File: config.mk
export PLATFORM = sky130hd
export DESIGN_NAME = div_dispatch
export DESIGN_NICKNAME = d
export VERILOG_FILES = /design/src/rtl/div_dispatch.sv
export SDC_FILE = /design/constraint.sdc
export NUM_CORES = 1
export LEC_CHECK = 0
export BUFFER_PORTS_ARGS = -buffer_cell sky130_fd_sc_hd__buf_2
export CAP_MARGIN = 20
export CORE_MARGIN = 3
export CORE_UTILIZATION = 60
export CTS_BUF_LIST = sky130_fd_sc_hd__clkbuf_8 sky130_fd_sc_hd__clkbuf_16
export DETAILED_ROUTE_END_ITERATION = 6
export PLACE_DENSITY = 0.79
export SLEW_MARGIN = 30
export SYNTH_ARGS = -nofsm -noshare
export SYNTH_HDL_FRONTEND = slang
export SYNTH_SLANG_ARGS = --single-unit
File: constraint.sdc
create_clock -name clk -period 3.5 [get_ports clk]
set_input_delay 0.35 -clock clk [delete_from_list [all_inputs] [get_ports clk]]
set_output_delay 0.35 -clock clk [all_outputs]
set_load 0.03 [all_outputs]
File: src/rtl/div_dispatch.sv
// div_dispatch: credit-limited front end for a fixed-latency 24.8 divider.
// Tags ride a shadow pipeline; results queue in an in-order FWFT FIFO.
module div_dispatch #(
    parameter int FIFO_DEPTH  = 16,
    parameter int TAG_W       = 4,
    parameter int DIV_LATENCY = 8
) (
    input  logic             clk,
    input  logic             reset,
    input  logic             req_valid,
    output logic             req_ready,
    input  logic [TAG_W-1:0] req_tag,
    input  logic [31:0]      req_num,
    input  logic [31:0]      req_den,
    output logic             div_valid,
    output logic [39:0]      div_dividend,
    output logic [31:0]      div_divisor,
    input  logic             div_quo_valid,
    input  logic [39:0]      div_quo_data,
    output logic             rsp_valid,
    input  logic             rsp_ready,
    output logic [TAG_W-1:0] rsp_tag,
    output logic [39:0]      rsp_quo,
    output logic             rsp_dz,
    output logic             err
);

    localparam int PW = $clog2(FIFO_DEPTH);
    localparam int CW = PW + 1;
    localparam int LL = DIV_LATENCY - 1;

    logic [CW-1:0] occ;
    logic          accept;
    logic          pop;

    logic [31:0]      iss_num;
    logic [31:0]      iss_den;
    logic [TAG_W-1:0] iss_tag;

    logic [DIV_LATENCY-1:0] pv;
    logic [TAG_W-1:0]       ptag [DIV_LATENCY];
    logic                   pdz  [DIV_LATENCY];
    logic                   psgn [DIV_LATENCY];

    logic [TAG_W-1:0] mem_tag [FIFO_DEPTH];
    logic [39:0]      mem_quo [FIFO_DEPTH];
    logic             mem_dz  [FIFO_DEPTH];
    logic [PW-1:0]    wp;
    logic [PW-1:0]    rp;
    logic [CW-1:0]    cnt;
    logic             wr;
    logic [39:0]      wq;

    assign req_ready = (occ < CW'(FIFO_DEPTH));
    assign accept    = req_valid & req_ready;
    assign pop       = rsp_valid & rsp_ready;

    // Credit count: every accepted request until its response is popped
    always_ff @(posedge clk) begin
        if (!reset) begin
            occ <= '0;
        end else begin
            case ({accept, pop})
                2'b10:   occ <= occ + CW'(1);
                2'b01:   occ <= occ - CW'(1);
                default: occ <= occ;
            endcase
        end
    end

    // Issue register: one-cycle divider launch after each accept
    always_ff @(posedge clk) begin
        if (!reset) begin
            div_valid <= 1'b0;
            iss_num   <= '0;
            iss_den   <= '0;
            iss_tag   <= '0;
        end else begin
            div_valid <= accept;
            if (accept) begin
                iss_num <= req_num;
                iss_den <= req_den;
                iss_tag <= req_tag;
            end
        end
    end

    assign div_dividend = {iss_num, 8'h00};
    assign div_divisor  = iss_den;

    // Shadow pipeline valid bits, aligned with the divider latency
    always_ff @(posedge clk) begin
        if (!reset) begin
            pv <= '0;
        end else begin
            pv[0] <= div_valid;
            for (int i = 1; i < DIV_LATENCY; i++) begin
                pv[i] <= pv[i-1];
            end
        end
    end

    // Shadow pipeline payload: tag, divide-by-zero and numerator sign
    always_ff @(posedge clk) begin
        ptag[0] <= iss_tag;
        pdz[0]  <= (iss_den == 32'd0);
        psgn[0] <= iss_num[31];
        for (int i = 1; i < DIV_LATENCY; i++) begin
            ptag[i] <= ptag[i-1];
            pdz[i]  <= pdz[i-1];
            psgn[i] <= psgn[i-1];
        end
    end

    // Divide-by-zero saturates toward the numerator's sign
    always_comb begin
        wq = div_quo_data;
        if (pdz[LL]) begin
            wq = psgn[LL] ? 40'h80_0000_0000 : 40'h7F_FFFF_FFFF;
        end
    end

    assign wr = div_quo_valid & pv[LL];

    // Sticky flag when divider output and shadow pipeline disagree
    always_ff @(posedge clk) begin
        if (!reset) begin
            err <= 1'b0;
        end else if (div_quo_valid != pv[LL]) begin
            err <= 1'b1;
        end
    end

    // FIFO storage; no reset needed since reads are masked when empty
    always_ff @(posedge clk) begin
        if (wr) begin
            mem_tag[wp] <= ptag[LL];
            mem_quo[wp] <= wq;
            mem_dz[wp]  <= pdz[LL];
        end
    end

    // FIFO pointers and fill count
    always_ff @(posedge clk) begin
        if (!reset) begin
            wp  <= '0;
            rp  <= '0;
            cnt <= '0;
        end else begin
            if (wr) begin
                wp <= wp + PW'(1);
            end
            if (pop) begin
                rp <= rp + PW'(1);
            end
            case ({wr, pop})
                2'b10:   cnt <= cnt + CW'(1);
                2'b01:   cnt <= cnt - CW'(1);
                default: cnt <= cnt;
            endcase
        end
    end

    assign rsp_valid = (cnt != '0);
    assign rsp_tag   = rsp_valid ? mem_tag[rp] : '0;
    assign rsp_quo   = rsp_valid ? mem_quo[rp] : '0;
    assign rsp_dz    = rsp_valid ? mem_dz[rp]  : 1'b0;

endmodule

==> results of run 1 <==
==> cell families after synthesis <==
| family | synth area share |
|---|---|
| adder cells (fa/ha/maj) | 0.00535 |
| AO/OA/AOI/OAI | 0.0349 |
| XOR/XNOR | 0.00294 |
| flip-flops | 0.751 |
| multiplexers | 0.141 |
| buffers and inverters | 0.0217 |
| other | 0.000115 |
| AND/OR/NAND/NOR | 0.0429 |
==> final timing paths <==
path / cells after the start / end / slack [ns]
worst max-delay path: 6 / rsp_quo[39] / 0.11
worst min-delay path: 3 / iss_num[13]$_SDFFE_PN0P_ / 0.03
worst max register to register: 10 / occ[4]$_SDFFE_PN0P_ / 0.42
worst min register to register: 0 / pdz[1][3]$_DFF_P_ / 0.32
==> per-stage QoR <==
stage | hold slack, ns | worst slack, ns
detailed placement | 0.312 | 0.474
CTS | 0.00424 | 0.00692
floorplan | 0.310 | 0.549
global route | 0.0259 | 0.0259
finish | 0.0278 | 0.108
global placement | 0.310 | 0.529
==> state kept, by name, indices dropped and copies added (netlist names), 8 cells and up, named ones only <==
signal       count
div_divisor     32
mem_quo        640
psgn             8
ptag            32
mem_dz          16
pv               8
pdz              8
iss_num         32
mem_tag         64
==> synth_stat cells, drive strengths merged (21+ instances only) <==
master	count	area, µm²
inv	49	184
clkbuf	51	191
mux2	47	529
edfxtp	720	21600
and2	25	156
a221o	45	450
nand2	140	526
nor2b	47	294
dfxtp	148	2960
o21ai	46	234
mux4	180	4050
buf	54	335
nor2	21	81.3
a21oi	71	355
==> report_power, final <==
group          internal (mW)  switching [mW]  total, mW
registers               11.4           0.172       11.5
clock network           5.00            3.75       8.75
logic                   1.88            2.77       4.66
total                   18.2            6.69       24.9
==> repair_timing <==
item,in CTS,in global routing
setup endpoints to repair,0,3
buffers inserted,0,1
hold endpoints to repair,65,0
hold buffers,65,0
==> layer usage <==
layer  track usage  wire, µm
met1         0.357     28200
met2         0.460     38900
met3        0.0537      6710
met4        0.0984      2460
met5             0         0
==> cell type report <==
class | count | area share
tap | 688 | 0.0223
timing repair buffer | 374 | 0.0696
clock inverter | 61 | 0.0104
clock buffer | 93 | 0.0595
antenna | 1 | 0.0000649
multi-input combinational | 723 | 0.195
inverter | 49 | 0.00477
sequential | 868 | 0.638
==> tightest hold or removal path: stages <==
cell	delay (ns)
buf_2	0.10
nand2_1	0.08
a21oi_1	0.07
==> run_results.csv, run 1 <==
group,metric,value,unit
worst_setup_path,crit_required,3.15,ns
placed_design,io_buffers,225,
logic_synthesis,ys_async_sr_fraction,0,
logic_synthesis,synth_cell_types,52,
floorplanning,fp-row-count,84,
worst_setup_path,critPathMaxStageDelay,0.60,ns
clock_network,cts_buffers,84,
final_layout,final_cell_mix,"edfxtp_1, buf_2, mux4_2",
sta,finalSetupViolations,0,
clock_network,htreeDepth,3,
route,vias,17861,
clock_network,clk_pin_slew,0.06,ns
worst_setup_path,crit_start,"cnt[1]$_SDFFE_PN0P_",
placed_design,gp_congestion,0.862,
logic_synthesis,synth_area,32700,µm²
final_layout,drive_above_1_share,0.315,
sta,clock_skew,0.0147,ns
worst_setup_path,critPathSlowestCell,"or4_4",
floorplanning,start_util,0.614,
final_layout,fill_cells,2959,
worst_setup_path,rr_startpoint,"cnt[1]$_SDFFE_PN0P_",
clock_network,clock_latency,0.62,ns
global_routing,grt_first_pass_wirelength,115,mm
sta,worst_pin_slew,0.871,ns
final_layout,instances_no_fill,2857,
pwr,leakage,13.3,nW
final_layout,layout.nets,2227,
final_layout,synthToLayoutAreaGrowth,17.7,%
logic_synthesis,netlist_instances,1738,
worst_setup_path,path_cells,"or4_4 -> nor2_2 -> nor2b_4 -> buf_4 -> a221o_1 -> buf_2",
outcome,status,"complete, but fails checks",
floorplanning,die-area,57400,µm²
sta,finalCritPeriodShare,0.969,
global_routing,track_usage,0.272,
clock_network,cts_tree,"yes",
global_routing,antenna_found_initial,1,
logic_synthesis,ys_ff_latch,868,
final_layout,seq_area,24600,µm²
route,detail-route-antenna-nets,0,
clock_network,cts-root-buf,"clkbuf_16",
final_layout,final_util,0.723,
pwr,irDropWorstVdd,0.539,mV
route,wl_per_cell,26.7,µm
route,viasPerCell,6.25,
worst_setup_path,arrival,3.04,ns
placed_design,hpwl,36.8,mm
placed_design,placed_area,35200,µm²
hold_path,min-delay-start,"req_num[13]",
final_layout,multiInputGateArea,7520,µm²
floorplanning,die_w,240,µm
route,wl,76.2,mm
hold_path,min_path_type,"input pin to flop",
sta,max_freq,0.295,GHz
global_routing,grt_max_degree,71,
sta,rsz0062_at_grt,"no",
sta,tns,0,ns
clock_network,clock-sinks,868,
worst_setup_path,critPathBufInv,2,
final_layout,final_area,38500,µm²
clock_network,ctsResizeCount,0,
sta,period_needed,3.39,ns
logic_synthesis,synth_edf_count,720,
floorplanning,boundaryPins,234,
logic_synthesis,synth_ff_type,"edfxtp_1",
logic_synthesis,yosysSeqAreaShare,0.751,
worst_setup_path,cp-start-kind,"flop",
sta,relSlewSlack,0.420,
route,dr.pass1.iters,7,
floorplanning,core,53300,µm²
floorplanning,dieHeight,240,µm
outcome,violations,"design-rule violations",
global_routing,grt_overflow,0,
clock_network,cts_buffer_depth,3,
route,drc,1,
sta,slew_viol_final,0,
logic_synthesis,ys_warn_count,0,
worst_setup_path,cp_top_family,"simple AND/OR/NAND/NOR gates",
pwr,cellPowerDensity,647,nW/µm²
flow_run,drv_cap,0,
worst_setup_path,cp-end-kind,"output pin",
worst_setup_path,worstSetupPathType,"flop to output pin",
placed_design,place_inst,2636,
sta,hold_violations,0,
worst_setup_path,path_max_fanout,45,
pwr,power.total,24.9,mW
global_routing,grt_pass1_vias,18989,
route,drtIter0Drc,1774,
logic_synthesis,syn_area_per_cell,18.8,µm²
final_layout,final_common_cell,"edfxtp_1",
No activity file was read; power rests on OpenSTA's default activity.
==> inputs of run 2 (changes only) <==
--- a/config.mk
+++ b/config.mk
@@ -12,7 +12,7 @@
 export CTS_BUF_LIST = sky130_fd_sc_hd__clkbuf_8 sky130_fd_sc_hd__clkbuf_16
 export DETAILED_ROUTE_END_ITERATION = 6
 export PLACE_DENSITY = 0.79
-export SLEW_MARGIN = 30
+export REMOVE_ABC_BUFFERS = 1
 export SYNTH_ARGS = -nofsm -noshare
 export SYNTH_HDL_FRONTEND = slang
 export SYNTH_SLANG_ARGS = --single-unit
==> run 2 against run 1 <==
Effect of this change:
- the run now ends clean
- combinational power down 0.9%
- routed wire length up 1.9%
- clock power about the same
- highest routed layer is now met5
==> run_results.csv, run 2 (synthesis results as in run 1) <==
group,metric,value,unit
sta,setup_slack,0.151,ns
floorplanning,die-area,57400,µm²
worst_setup_path,arrival,3.00,ns
global_routing,grt_overflow,0,
global_routing,antenna_found_initial,2,
global_routing,met1_usage,0.362,
route,dr.pass1.iters,7,
worst_setup_path,cp_top_family,"multiplexers",
outcome,status,"finished, final reports clean",
route,detail-route-antenna-nets,0,
floorplanning,fp-row-count,84,
pwr,leakage,13.1,nW
worst_setup_path,critPathSlowestCell,"mux4_2",
clock_network,cts_buffer_depth,3,
final_layout,largest_register_ffs,640,
clock_network,clk_pin_slew,0.06,ns
global_routing,track_usage,0.277,
route,vias,17936,
final_layout,final_cell_mix,"edfxtp_1, buf_2, mux4_2",
placed_design,place_inst,2622,
flow_run,drv_cap,0,
sta,slew_viol_final,0,
pwr,irDropWorstVdd,0.425,mV
clock_network,clock_latency,0.63,ns
final_layout,synthToLayoutAreaGrowth,16.9,%
global_routing,met3_usage,0.0630,
hold_path,min_path_cells,3,
sta,max_freq,0.299,GHz
clock_network,ctsResizeCount,0,
floorplanning,boundaryPins,234,
worst_setup_path,ff2ff_path_depth,10,
clock_network,cts_buffers,84,
placed_design,io_buffers,225,
final_layout,final_util,0.718,
route,wl,77.6,mm
final_layout,layout.nets,2207,
clock_network,htreeDepth,3,
clock_network,postCtsHoldBufs,60,
worst_setup_path,crit_required,3.15,ns
global_routing,top_usage_layer,"met2",
placed_design,gp_congestion,0.832,
clock_network,cts_setup_buffers,0,
sta,worst_pin_slew,0.940,ns
global_routing,grt_first_pass_wirelength,117,mm
worst_setup_path,crit_cells,5,
worst_setup_path,worstSetupPathType,"flop to output pin",
worst_setup_path,cp-end-kind,"output pin",
final_layout,instances_no_fill,2838,
sta,rsz0062_at_grt,"no",
worst_setup_path,path_cells,"buf_4 -> mux4_2 -> mux2_2 -> a221o_1 -> buf_2",
hold_path,min_path_type,"input pin to flop",
route,drtIter0Drc,1735,
final_layout,top_register,"mem_quo",
global_routing,grt_pass1_vias,18857,
placed_design,hpwl,38.8,mm
sta,finalHoldWorstSlack,0.0405,ns
sta,finalSetupViolations,0,
final_layout,reg_top3,"mem_quo: 640 flops, mem_tag: 64 flops",
route,wl_per_cell,27.3,µm
worst_setup_path,cp-start-kind,"flop",
clock_network,clock-sinks,868,
floorplanning,die_w,240,µm
sta,period_needed,3.35,ns
worst_setup_path,path_max_fanout,26,
sta,hold_violations,0,
sta,relSlewSlack,0.373,
floorplanning,dieHeight,240,µm
floorplanning,core,53300,µm²
final_layout,drive_above_1_share,0.314,
placed_design,dpl_worst_slack,0.572,ns
route,viasPerCell,6.32,
clock_network,cts-root-buf,"clkbuf_16",
worst_setup_path,critPathBufInv,2,
sta,finalCritPeriodShare,0.957,
global_routing,grtUsageMet2,0.463,
route,drc,0,
pwr,cellPowerDensity,650,nW/µm²
worst_setup_path,critPathMaxStageDelay,0.57,ns
clock_network,cts_tree,"yes",
final_layout,final_common_cell,"edfxtp_1",
global_routing,grt_max_degree,73,
floorplanning,start_util,0.614,
sta,clock_skew,0.0368,ns
final_layout,n_antenna_cell,0,
run 2: layer usage:
metal	up-vias	routed length (µm)
met5	-	32
met4	4	2760
met3	190	7220
met2	1125	39100
met1	9090	28500
li1	7527	-
run 2: stage by stage:
| step | setup TNS (ns) | power, mW | area (µm²) |
|---|---|---|---|
| floorplan | -236.14 | 15.1 | 32200 |
| global placement | 0 | 16.2 | 34800 |
| detailed placement | 0 | 16.3 | 35000 |
| CTS | 0 | 25.0 | 38300 |
| global route | 0 | 25.6 | 38300 |
| finish | 0 | 24.9 | 38300 |
run 2: layout make-up:
type / count / area (µm²)
multi-input cells: 723 / 7540
flip-flops and latches: 868 / 24600
clock inverters: 63 / 429
clock buffers: 93 / 2240
fillers: 3016 / 15000
well taps: 688 / 861
repair buffers: 354 / 2430
inverters: 49 / 184
run 2: worst paths after layout:
| path | endpoint | start | slack [ns] |
|---|---|---|---|
| worst min register to register | ptag[0][5]$_DFF_P_ | ptag[0][1]$_DFF_P_ | 0.31 |
| worst min-delay path | iss_num[0]$_SDFFE_PN0P_ | req_num[0] | 0.04 |
| worst max-delay path | rsp_quo[31] | flop | 0.15 |
| worst max register to register | occ[4]$_SDFFE_PN0P_ | cnt[1]$_SDFFE_PN0P_ | 0.54 |
run 2: power breakdown:
group | switching [mW] | leakage, nW | internal [mW]
clock network | 3.81 | 1.37 | 4.90
logic | 2.76 | 4.03 | 1.86
registers | 0.165 | 7.73 | 11.4
total | 6.73 | 13.1 | 18.1
run 2: tightest hold or removal path, stage by stage:
cell and delay (ns):
buf_2 0.10, nand2_1 0.08, a21oi_1 0.07
